--- src/rtl/input_debouncer_pkg.sv ---
// Shared constants for the board input conditioner: default timing and the
// button/switch bit map used when wiring PORTI/PORTJ.
package input_debouncer_pkg;

    localparam int DEB_PRESCALE_1MHZ = 1000;
    localparam int DEB_STABLE        = 5;

    localparam int BTN_C   = 0;
    localparam int BTN_D   = 1;
    localparam int BTN_U   = 2;
    localparam int BTN_R   = 3;
    localparam int BTN_L   = 4;
    localparam int SW_LSB  = 5;
    localparam int SW_MSB  = 20;
    localparam int DEB_WIDTH = SW_MSB + 1;

    // Counter wide enough to hold STABLE_TICKS-1 with a spare bit.
    function automatic int cnt_width(input int stable_ticks);
        return $clog2(stable_ticks) + 1;
    endfunction

endpackage

--- src/rtl/input_debouncer_cell.sv ---
// One conditioned input: 2-FF synchroniser, tick-gated debounce counter,
// single-cycle rise/fall pulses and a sticky change flag.
module input_debouncer_cell
    import input_debouncer_pkg::*;
#(
    parameter int STABLE_TICKS = DEB_STABLE
) (
    input  logic clk,
    input  logic reset,
    input  logic raw,
    input  logic tick,
    input  logic clr,
    output logic state,
    output logic rise,
    output logic fall,
    output logic changed
);

    localparam int CNT_W = cnt_width(STABLE_TICKS);
    localparam logic [CNT_W-1:0] CNT_LAST = CNT_W'(STABLE_TICKS - 1);

    logic             sync_p0;
    logic             sync_p1;
    logic [CNT_W-1:0] cnt;

    always_ff @(posedge clk or negedge reset) begin
        if (!reset) begin
            sync_p0 <= 1'b0;
            sync_p1 <= 1'b0;
            cnt     <= '0;
            state   <= 1'b0;
            rise    <= 1'b0;
            fall    <= 1'b0;
            changed <= 1'b0;
        end else begin
            // stage p0/p1: synchroniser; only sync_p1 feeds the debounce logic
            sync_p0 <= raw;
            sync_p1 <= sync_p0;

            rise <= 1'b0;
            fall <= 1'b0;
            // A pulse arriving with clr still sets the flag so no event is lost.
            changed <= (changed & ~clr) | rise | fall;

            if (tick) begin
                if (sync_p1 == state) begin
                    cnt <= '0;
                end else if (cnt == CNT_LAST) begin
                    state <= sync_p1;
                    cnt   <= '0;
                    rise  <= sync_p1;
                    fall  <= ~sync_p1;
                end else begin
                    cnt <= cnt + 1'b1;
                end
            end
        end
    end

endmodule

--- src/rtl/input_debouncer.sv ---
// Board input conditioner: shared sample-tick prescaler feeding WIDTH
// debounce cells, plus the OR of the sticky change flags as an IRQ source.
module input_debouncer
    import input_debouncer_pkg::*;
#(
    parameter int WIDTH        = DEB_WIDTH,
    parameter int PRESCALE     = DEB_PRESCALE_1MHZ,
    parameter int STABLE_TICKS = DEB_STABLE
) (
    input  logic             clk,
    input  logic             reset,
    input  logic [WIDTH-1:0] raw,
    input  logic [WIDTH-1:0] clr,
    output logic [WIDTH-1:0] state,
    output logic [WIDTH-1:0] rise,
    output logic [WIDTH-1:0] fall,
    output logic [WIDTH-1:0] changed,
    output logic             tick,
    output logic             irq
);

    localparam int PCNT_W = $clog2(PRESCALE);
    localparam logic [PCNT_W-1:0] PCNT_LAST = PCNT_W'(PRESCALE - 1);

    logic [PCNT_W-1:0] pcnt;

    always_ff @(posedge clk or negedge reset) begin
        if (!reset) begin
            pcnt <= '0;
            tick <= 1'b0;
        end else begin
            tick <= (pcnt == PCNT_LAST);
            if (pcnt == PCNT_LAST) begin
                pcnt <= '0;
            end else begin
                pcnt <= pcnt + 1'b1;
            end
        end
    end

    for (genvar i = 0; i < WIDTH; i++) begin : g_cell
        input_debouncer_cell #(
            .STABLE_TICKS(STABLE_TICKS)
        ) u_cell (
            .clk     (clk),
            .reset   (reset),
            .raw     (raw[i]),
            .tick    (tick),
            .clr     (clr[i]),
            .state   (state[i]),
            .rise    (rise[i]),
            .fall    (fall[i]),
            .changed (changed[i])
        );
    end

    assign irq = |changed;

endmodule

--- config.mk ---
export PLATFORM = sky130hd
export DESIGN_NAME = input_debouncer
export DESIGN_NICKNAME = d
export VERILOG_FILES = /design/src/rtl/input_debouncer_pkg.sv /design/src/rtl/input_debouncer_cell.sv /design/src/rtl/input_debouncer.sv
export SDC_FILE = /design/constraint.sdc
export NUM_CORES = 1
export LEC_CHECK = 0
export CORE_ASPECT_RATIO = 0.75
export CORE_UTILIZATION = 49
export DETAILED_ROUTE_END_ITERATION = 10
export DONT_BUFFER_PORTS = 1
export PLACE_DENSITY = 0.64
export SYNTH_ARGS = -nofsm -noshare
export SYNTH_HDL_FRONTEND = slang
export SYNTH_HIERARCHICAL = 1
export SYNTH_SLANG_ARGS = --single-unit
--- constraint.sdc ---
create_clock -name clk -period 6.45 [get_ports clk]
set_input_delay 1.6125 -clock clk [delete_from_list [all_inputs] [get_ports clk]]
set_output_delay 1.6125 -clock clk [all_outputs]
set_load 0.03 [all_outputs]
## Yosys cells after proc, flatten, opt, wreduce, memory -nomap -nowiden

Cells that the tools add are included.

- Register bits after elaboration: 221
- Bits of input ports: 44
- Output and inout port bits: 86
- Logic and storage cells: 531

- Add/subtract/negate cells: 22
- Eq/ne operators: 43
- Multiplexer cells: 169
- Bitwise logic cells: 126
- Reductions and logical operators: 22

Operators with widths:

| kind | count |
|---|---|
| $mux 4 | 42 |
| $mux 1 | 126 |
| $add 4x1->4 const B | 21 |
| $eq 4x3->1 const B | 21 |
| $not 1->1 | 63 |
| $reduce_and 3->1 | 21 |
| $or 1x1->1 | 42 |
| $and 1x1->1 | 21 |
| $eq 1x1->1 | 21 |
| $reduce_or 21->1 | 1 |
| $add 10x1->10 const B | 1 |
| $eq 10x10->1 const B | 1 |
| $mux 10 | 1 |

## Depth between registers and ports, before layout

Gate-level depths: netlist of the first run.

- Word-level depth: 4
- Gate-level depth with buffers: 6

## By module

Netlist of the first run, hierarchy kept.

Modules (own cells, without submodules):

| module | times used | cells an instance | area each (µm²) |
|---|---|---|---|
| input_debouncer_cell | 21 | 36 | 450.4 |
| input_debouncer | 1 | 51 | 530.5 |

## Worst setup path after synthesis of the first run

OpenSTA, ideal clock, no wires.

- Path kind: register -> output
- From: register tick
- To: output tick
- Arrival: 2,724 ps
- Data required time: 4,838 ps
- Setup slack: 2,114 ps
- Cell stages (with the launch flop): 1
- Buffers on the path: 0
- Cell sequence: dfrtp_1

RTL lines:

| element | RTL line | RTL |
|---|---|---|
| start, declared | input_debouncer.sv:18 | `output logic tick,` |
| start signal, assigned | input_debouncer.sv:32 | `tick <= (pcnt == PCNT_LAST);` |

No word-level cell between the ends.

## Worst setup path in the final report of the first run

- From: register g_cell[4].u_cell.changed
- To: output irq

- Cells in the longest elaborated chain, start to end: 1

RTL lines:

| element | RTL line | RTL |
|---|---|---|
| start, declared | input_debouncer_cell.sv:16 | `output logic changed` |
| start signal, assigned | input_debouncer_cell.sv:43 | `changed <= (changed & ~clr) \| rise \| fall;` |
| $reduce_or 21->1 | input_debouncer.sv:57 | `assign irq = \|changed;` |
| end, declared | input_debouncer.sv:19 | `output logic irq` |

Every way passes these cells.

==> impl_results.md, run 1 <==
- H-tree depth: 1
- Cts hold-fix bufs: 0
- Max Clock Skew: 0.00611 ns
- DRC: 0
- Fmax: 230 MHz
- Reg2reg end: g_cell[15].u_cell/state
- Die footprint: 21000 um2
- CTS buffer count: 23
- Max Cap Violations: 0
- Detailed placement HPWL: 12300 um
- Clock-pin slew on the worst setup and hold paths: 0.06 ns
- Crit path capture type: primary output
- Crit-path max FO: 3
- Most common cell in the netlist: dfrtp_1
- Input/output buffers: 0
- Final wirelength: 18100 um
- Tmin final: 4.36 ns
- Worst vdd ir: 183 uV
- Final setup margin: 2.09 ns
- Slowest cell on the critical path: nor4_1
- R2R cell count: 3
- Nets@finish: 919
- Reg2Reg Setup Slack: 3.94 ns
- Top post-synthesis cells by area: dfrtp_1, ha_1, nand3_1, o311ai_2, o41ai_2
- Mapped Avg Cell Area: 12.4 um2
- Starting DRT DRC Count: 348
- Leak: 5.07 nW
- Area Overhead vs Synth: 10.8%
- Hold Crit Depth: 0
- CP cell instances: nor4_1, nand4_1, or4_1
- Fillers: 1591
- Initial antenna violation count: 0
- Worst endpoint required time: 4.84 ns
- Commonest cells post-synth: dfrtp_1, inv_1, nand3_1
- Slew margin rel.: 38.0%
- DR WL/cell: 16.4 um
- Pwr/cell area: 247 nW/um2
- Dpl ws: 2.63 ns
- CTS tree: yes
- Share of the synthesized area in the top cell type: 55.4%
- Die W: 167 um
- Antenna diode instance count: 0
- Number of global-route vias before repair: 6376
- First-pass GRT wire length: 30900 um
- R2R Path Start: tick
- Hold Startpoint: g_cell[10].u_cell/sync_p0
- Setup bufs post-CTS: 0
- Area taken by multi-input logic gates: 4140 um2
- RSZ-0062 raised after global routing: false
- Max-slew violations: 0
- Syn Nets: 894
- FF/Latch Area: 5530 um2
- Least-Margin Pin Slew: 0.931 ns
- TritonCTS Sinks: 221
- Critical Path Source Type: flop
- Sequential area share after synthesis: 55.4%
- Max Buffers Root-to-Sink: 3
- Clk Latency, worst-skew pair: 0.49 ns
- CORE AREA: 19700 um2
- Top delay family on crit path: simple AND/OR/NAND/NOR gates
- Hold EP: g_cell[10].u_cell/sync_p1
- GRT Overall Usage: 17.8%
- Total gr overflow: 0
- FFs w/ async S/R, synth: 100%
- Die Y: 126 um
- Final setup vio count: 0
- Post-synth design cell area: 9990 um2
- Initial Util: 50.8%
- Final hold violations: 0
- Post-cts sizing count: 0
- Site row count: 44
- Clock root buffer: clkbuf_16
- Layout cell share with drive strength beyond 1: 19.6%
- Top Ports: 130
- Crit path largest cell delay: 0.78 ns
- Synth cell types: 32
- Ys flop type: dfrtp_1
- Crit path DAT: 2.74 ns
- Hold Crit Class: reg -> reg
- Crit path buffers/inverters: 0
- Vias per cell: 5.57
- Largest area contributor in the synthesized netlist: dfrtp_1
- Post-synth EDFFs: 0
- Routed Antenna Nets: 0
- Period utilisation layout: 67.6%
- Number of vias in the routed layout: 6132
- Pin count of the biggest net entering global routing: 222
- Status: completed
- Post-synthesis cell count: 807
- Yosys warns: 6
- Setup TNS: 0 ns
- Yosys reg bits: 221
- Count of TritonRoute iterations in the first routing pass: 6
- Worst Setup Path Type: reg -> out
- GPL Wtd Cong: 0.753
routing by layer:
layer	up-vias	GRT usage [%]	routed length, um
met2	108	29.3	8620
li1	2916	-	-
met1	3082	24.2	8260
met3	26	3.77	833
met5	-	0	0
met4	0	4.47	355
placed cells by master, fill, tap and decap left out, types with 22 or more instances in the layout:
master	n
nand3_1	69
nor2b_1	43
clkbuf_16	23
nor3b_1	42
inv_1	85
dfrtp_1	220
nor2_1	25
a31oi_1	22
ha_1	43
o21ai_0	42
flip-flops by register name, summed over array words and instances, names as in the netlist:
| signal | flops |
|---|---|
| g_cell.u_cell/changed | 21 |
| g_cell.u_cell/cnt | 84 |
| g_cell.u_cell/fall | 21 |
| g_cell.u_cell/rise | 21 |
| g_cell.u_cell/state | 21 |
| g_cell.u_cell/sync_p0 | 21 |
| g_cell.u_cell/sync_p1 | 21 |
| pcnt | 10 |
| tick | 1 |
report_power, final:
part           leakage, nW  switching (mW)  internal, mW
Sequential            2.98          0.0115          1.40
Clock                0.379           0.517         0.785
Combinational         1.72         0.00917       0.00613
Total                 5.07           0.537          2.19
cell type report:
cell class / instances / share of cell area [%]
multi-input cells: 500 / 37.4
well taps: 253 / 2.86
flip-flops and latches: 221 / 50.0
clock inverters: 6 / 0.497
clock buffers: 35 / 6.33
inverters: 85 / 2.88
repair buffers: 1 / 0.0678
worst max path at each step:
stage / startpoint / to / slack [ns] / depth (start not counted)
finish: g_cell[4].u_cell/changed / irq / 2.09 / 3
CTS: g_cell[4].u_cell/changed / irq / 2.08 / 3
detailed placement: g_cell[4].u_cell/changed / irq / 2.63 / 3
global route: g_cell[4].u_cell/changed / irq / 2.05 / 3
global placement: g_cell[4].u_cell/changed / irq / 2.67 / 3
floorplan: tick / tick / 2.11 / 0
metrics by stage:
step	instance area, um2	power [mW]	cells	hold slack (ns)	util (%)
floorplan	9990	1.45	807	0.331	-
global placement	10300	1.45	1060	0.333	52.5
detailed placement	10300	1.45	1060	0.335	52.5
CTS	11100	2.78	1101	0.343	56.3
global route	11100	2.83	1101	0.346	56.3
finish	11100	2.73	1101	0.343	56.3
logic make-up after synthesis:
logic type / synth area share, %
and+or+nand+nor: 16.2
DFF: 55.4
AOI/OAI and AO/OA: 13.6
buffers and inverters: 3.24
adders and majority gates: 5.39
xor gates and xnor gates: 3.86
muxes: 2.37
(Power assumes the default switching activity.)
==> run 2: changes to the inputs <==
==> constraint.sdc (replaced) <==
create_clock -name clk -period 4.35 [get_ports clk]
set_input_delay 1.0875 -clock clk [delete_from_list [all_inputs] [get_ports clk]]
set_output_delay 1.0875 -clock clk [all_outputs]
set_load 0.03 [all_outputs]
==> run 2 against run 1 <==
Routed wire length shrank 0.36%. Power grew 52%. Non-clock buffer count grew 1. First-iteration DRC count shrank 21%. Largest power group unchanged. Highest routed layer unchanged. Hold slack lost 0.059 ns.
==> impl_results.md, run 2 (synthesis results as in run 1) <==
- Critical path origin: g_cell[12].u_cell/changed
- Leak: 5.08 nW
- Clk Latency, worst-skew pair: 0.49 ns
- Max Buffers Root-to-Sink: 3
- Pin count of the biggest net entering global routing: 222
- Die footprint: 21000 um2
- Number of global-route vias before repair: 6314
- Overall Power: 4.15 mW
- Final setup vio count: 0
- Reg2Reg Setup Slack: 2.17 ns
- DR WL/cell: 16.4 um
- Largest Register: g_cell.u_cell/cnt
- CORE AREA: 19700 um2
- Status: completed
- H-tree depth: 1
- Antenna diode instance count: 0
- Least-Margin Pin Slew: 0.932 ns
- Count of TritonRoute iterations in the first routing pass: 7
- Sequential share of power: 50.4%
- Vias per cell: 5.55
- Final hold violations: 0
- Max-slew violations: 0
- Starting DRT DRC Count: 276
- Clock power frac: 49.0%
- Routed Antenna Nets: 0
- Input/output buffers: 0
- Site row count: 44
- RSZ-0062 raised after global routing: false
- Layout cell share with drive strength beyond 1: 19.6%
- Top Ports: 130
- R2R Path Start: tick
- Die W: 167 um
- Nets@finish: 920
- Area Overhead vs Synth: 11.2%
- Hold Crit Class: in -> async
- Logic gate share of total power: 0.6%
- Final wirelength: 18000 um
- Crit path capture type: primary output
- Fmax: 269 MHz
- Period utilisation layout: 85.5%
- Clock root buffer: clkbuf_16
- Detailed placement HPWL: 12200 um
- CTS buffer count: 23
- Reg2reg end: g_cell[2].u_cell/state
- Post-cts sizing count: 0
- Int Power: 3.34 mW
- Slew margin rel.: 37.8%
- Switching power: 0.807 mW
- DRC: 0
- CTS tree: yes
- Commonest non-fill, non-tap cell in the layout: dfrtp_1
- Initial Util: 50.8%
- Critical Path Source Type: flop
- GPL Wtd Cong: 0.773
- Total gr overflow: 0
- TritonCTS Sinks: 221
- Setup TNS: 0 ns
- Clock-pin slew on the worst setup and hold paths: 0.06 ns
- Max Cap Violations: 0
- Max reg flops: 84
- Pwr/cell area: 374 nW/um2
- R2R cell count: 3
- GRT Overall Usage: 17.4%
- Initial antenna violation count: 0
- Worst vdd ir: 284 uV
- Cts hold-fix bufs: 0
- Setup bufs post-CTS: 0
- Worst endpoint required time: 3.26 ns
- Worst Setup Path Type: reg -> out
- Max Clock Skew: 0.00848 ns
- Crit-path max FO: 3
- Tmin final: 3.72 ns
- Number of vias in the routed layout: 6104
- Sw frac: 19.5%
- First-pass GRT wire length: 30400 um
- Crit path DAT: 2.63 ns
- Die Y: 126 um
- Most frequent cells in the layout: dfrtp_1, inv_1, nand3_1
-- run 2: how the worst max path moves through the flow --
stage	to	slack, ns	cells past startpoint
6_report	irq	0.63	3
5_1_grt	irq	0.45	3
4_1_cts	irq	0.49	3
3_5_place_dp	irq	1.03	3
3_3_place_gp	irq	1.07	3
2_1_floorplan	tick	0.54	0
-- run 2: layout make-up --
cell class	count	area [um2]
Sequential cell	221	5530
Timing Repair Buffer	2	15.0
Tap cell	253	317
Clock buffer	29	628
Inverter	85	319
Fill cell	1599	8550
Multi-Input combinational cell	500	4140
Clock inverter	10	156
-- run 2: power groups by stage --
| stage | Clock, mW | Sequential, mW | Combinational [mW] |
|---|---|---|---|
| finish | 2.03 | 2.09 | 0.0230 |
| global route | 2.19 | 2.09 | 0.0243 |
| CTS | 2.10 | 2.09 | 0.0227 |
| detailed placement | 0 | 2.13 | 0.0224 |
| global placement | 0 | 2.13 | 0.0220 |
| floorplan | 0 | 2.13 | 0.0185 |
-- run 2: stage by stage --
| step | hold WS [ns] | cells | utilization [%] | instance area (um2) | setup WS (ns) |
|---|---|---|---|---|---|
| 4_1_cts | 0.269 | 1100 | 56.5 | 11100 | 0.486 |
| 6_report | 0.284 | 1100 | 56.5 | 11100 | 0.630 |
| 3_3_place_gp | 0.333 | 1061 | 52.5 | 10300 | 1.07 |
| 3_5_place_dp | 0.335 | 1061 | 52.5 | 10300 | 1.03 |
| 2_1_floorplan | 0.331 | 807 | - | 9990 | 0.539 |
| 5_1_grt | 0.260 | 1100 | 56.5 | 11100 | 0.453 |
-- run 2: layer usage --
metal	track usage, %	part of all wire [%]	vias up
met5	0	0	-
met4	3.59	1.4	0
met3	3.99	5.5	17
met2	29.0	48	102
met1	23.4	45	3066
li1	-	-	2919
-- run 2: critical path, stage by stage, from the launching register on --
cell	delay, ns
dfrtp_1	0.50
nor4_1	0.69
nand4_1	0.30
or4_1	0.65
==> run 3: changes to the inputs <==
--- a/config.mk
+++ b/config.mk
@@ -5,6 +5,7 @@
 export SDC_FILE = /design/constraint.sdc
 export NUM_CORES = 1
 export LEC_CHECK = 0
+export CAP_MARGIN = 5
 export CORE_ASPECT_RATIO = 0.75
 export CORE_UTILIZATION = 49
 export DETAILED_ROUTE_END_ITERATION = 10
==> results of run 3 <==
Same layout as run 2: the final DEF is identical, and so are final timing and power.
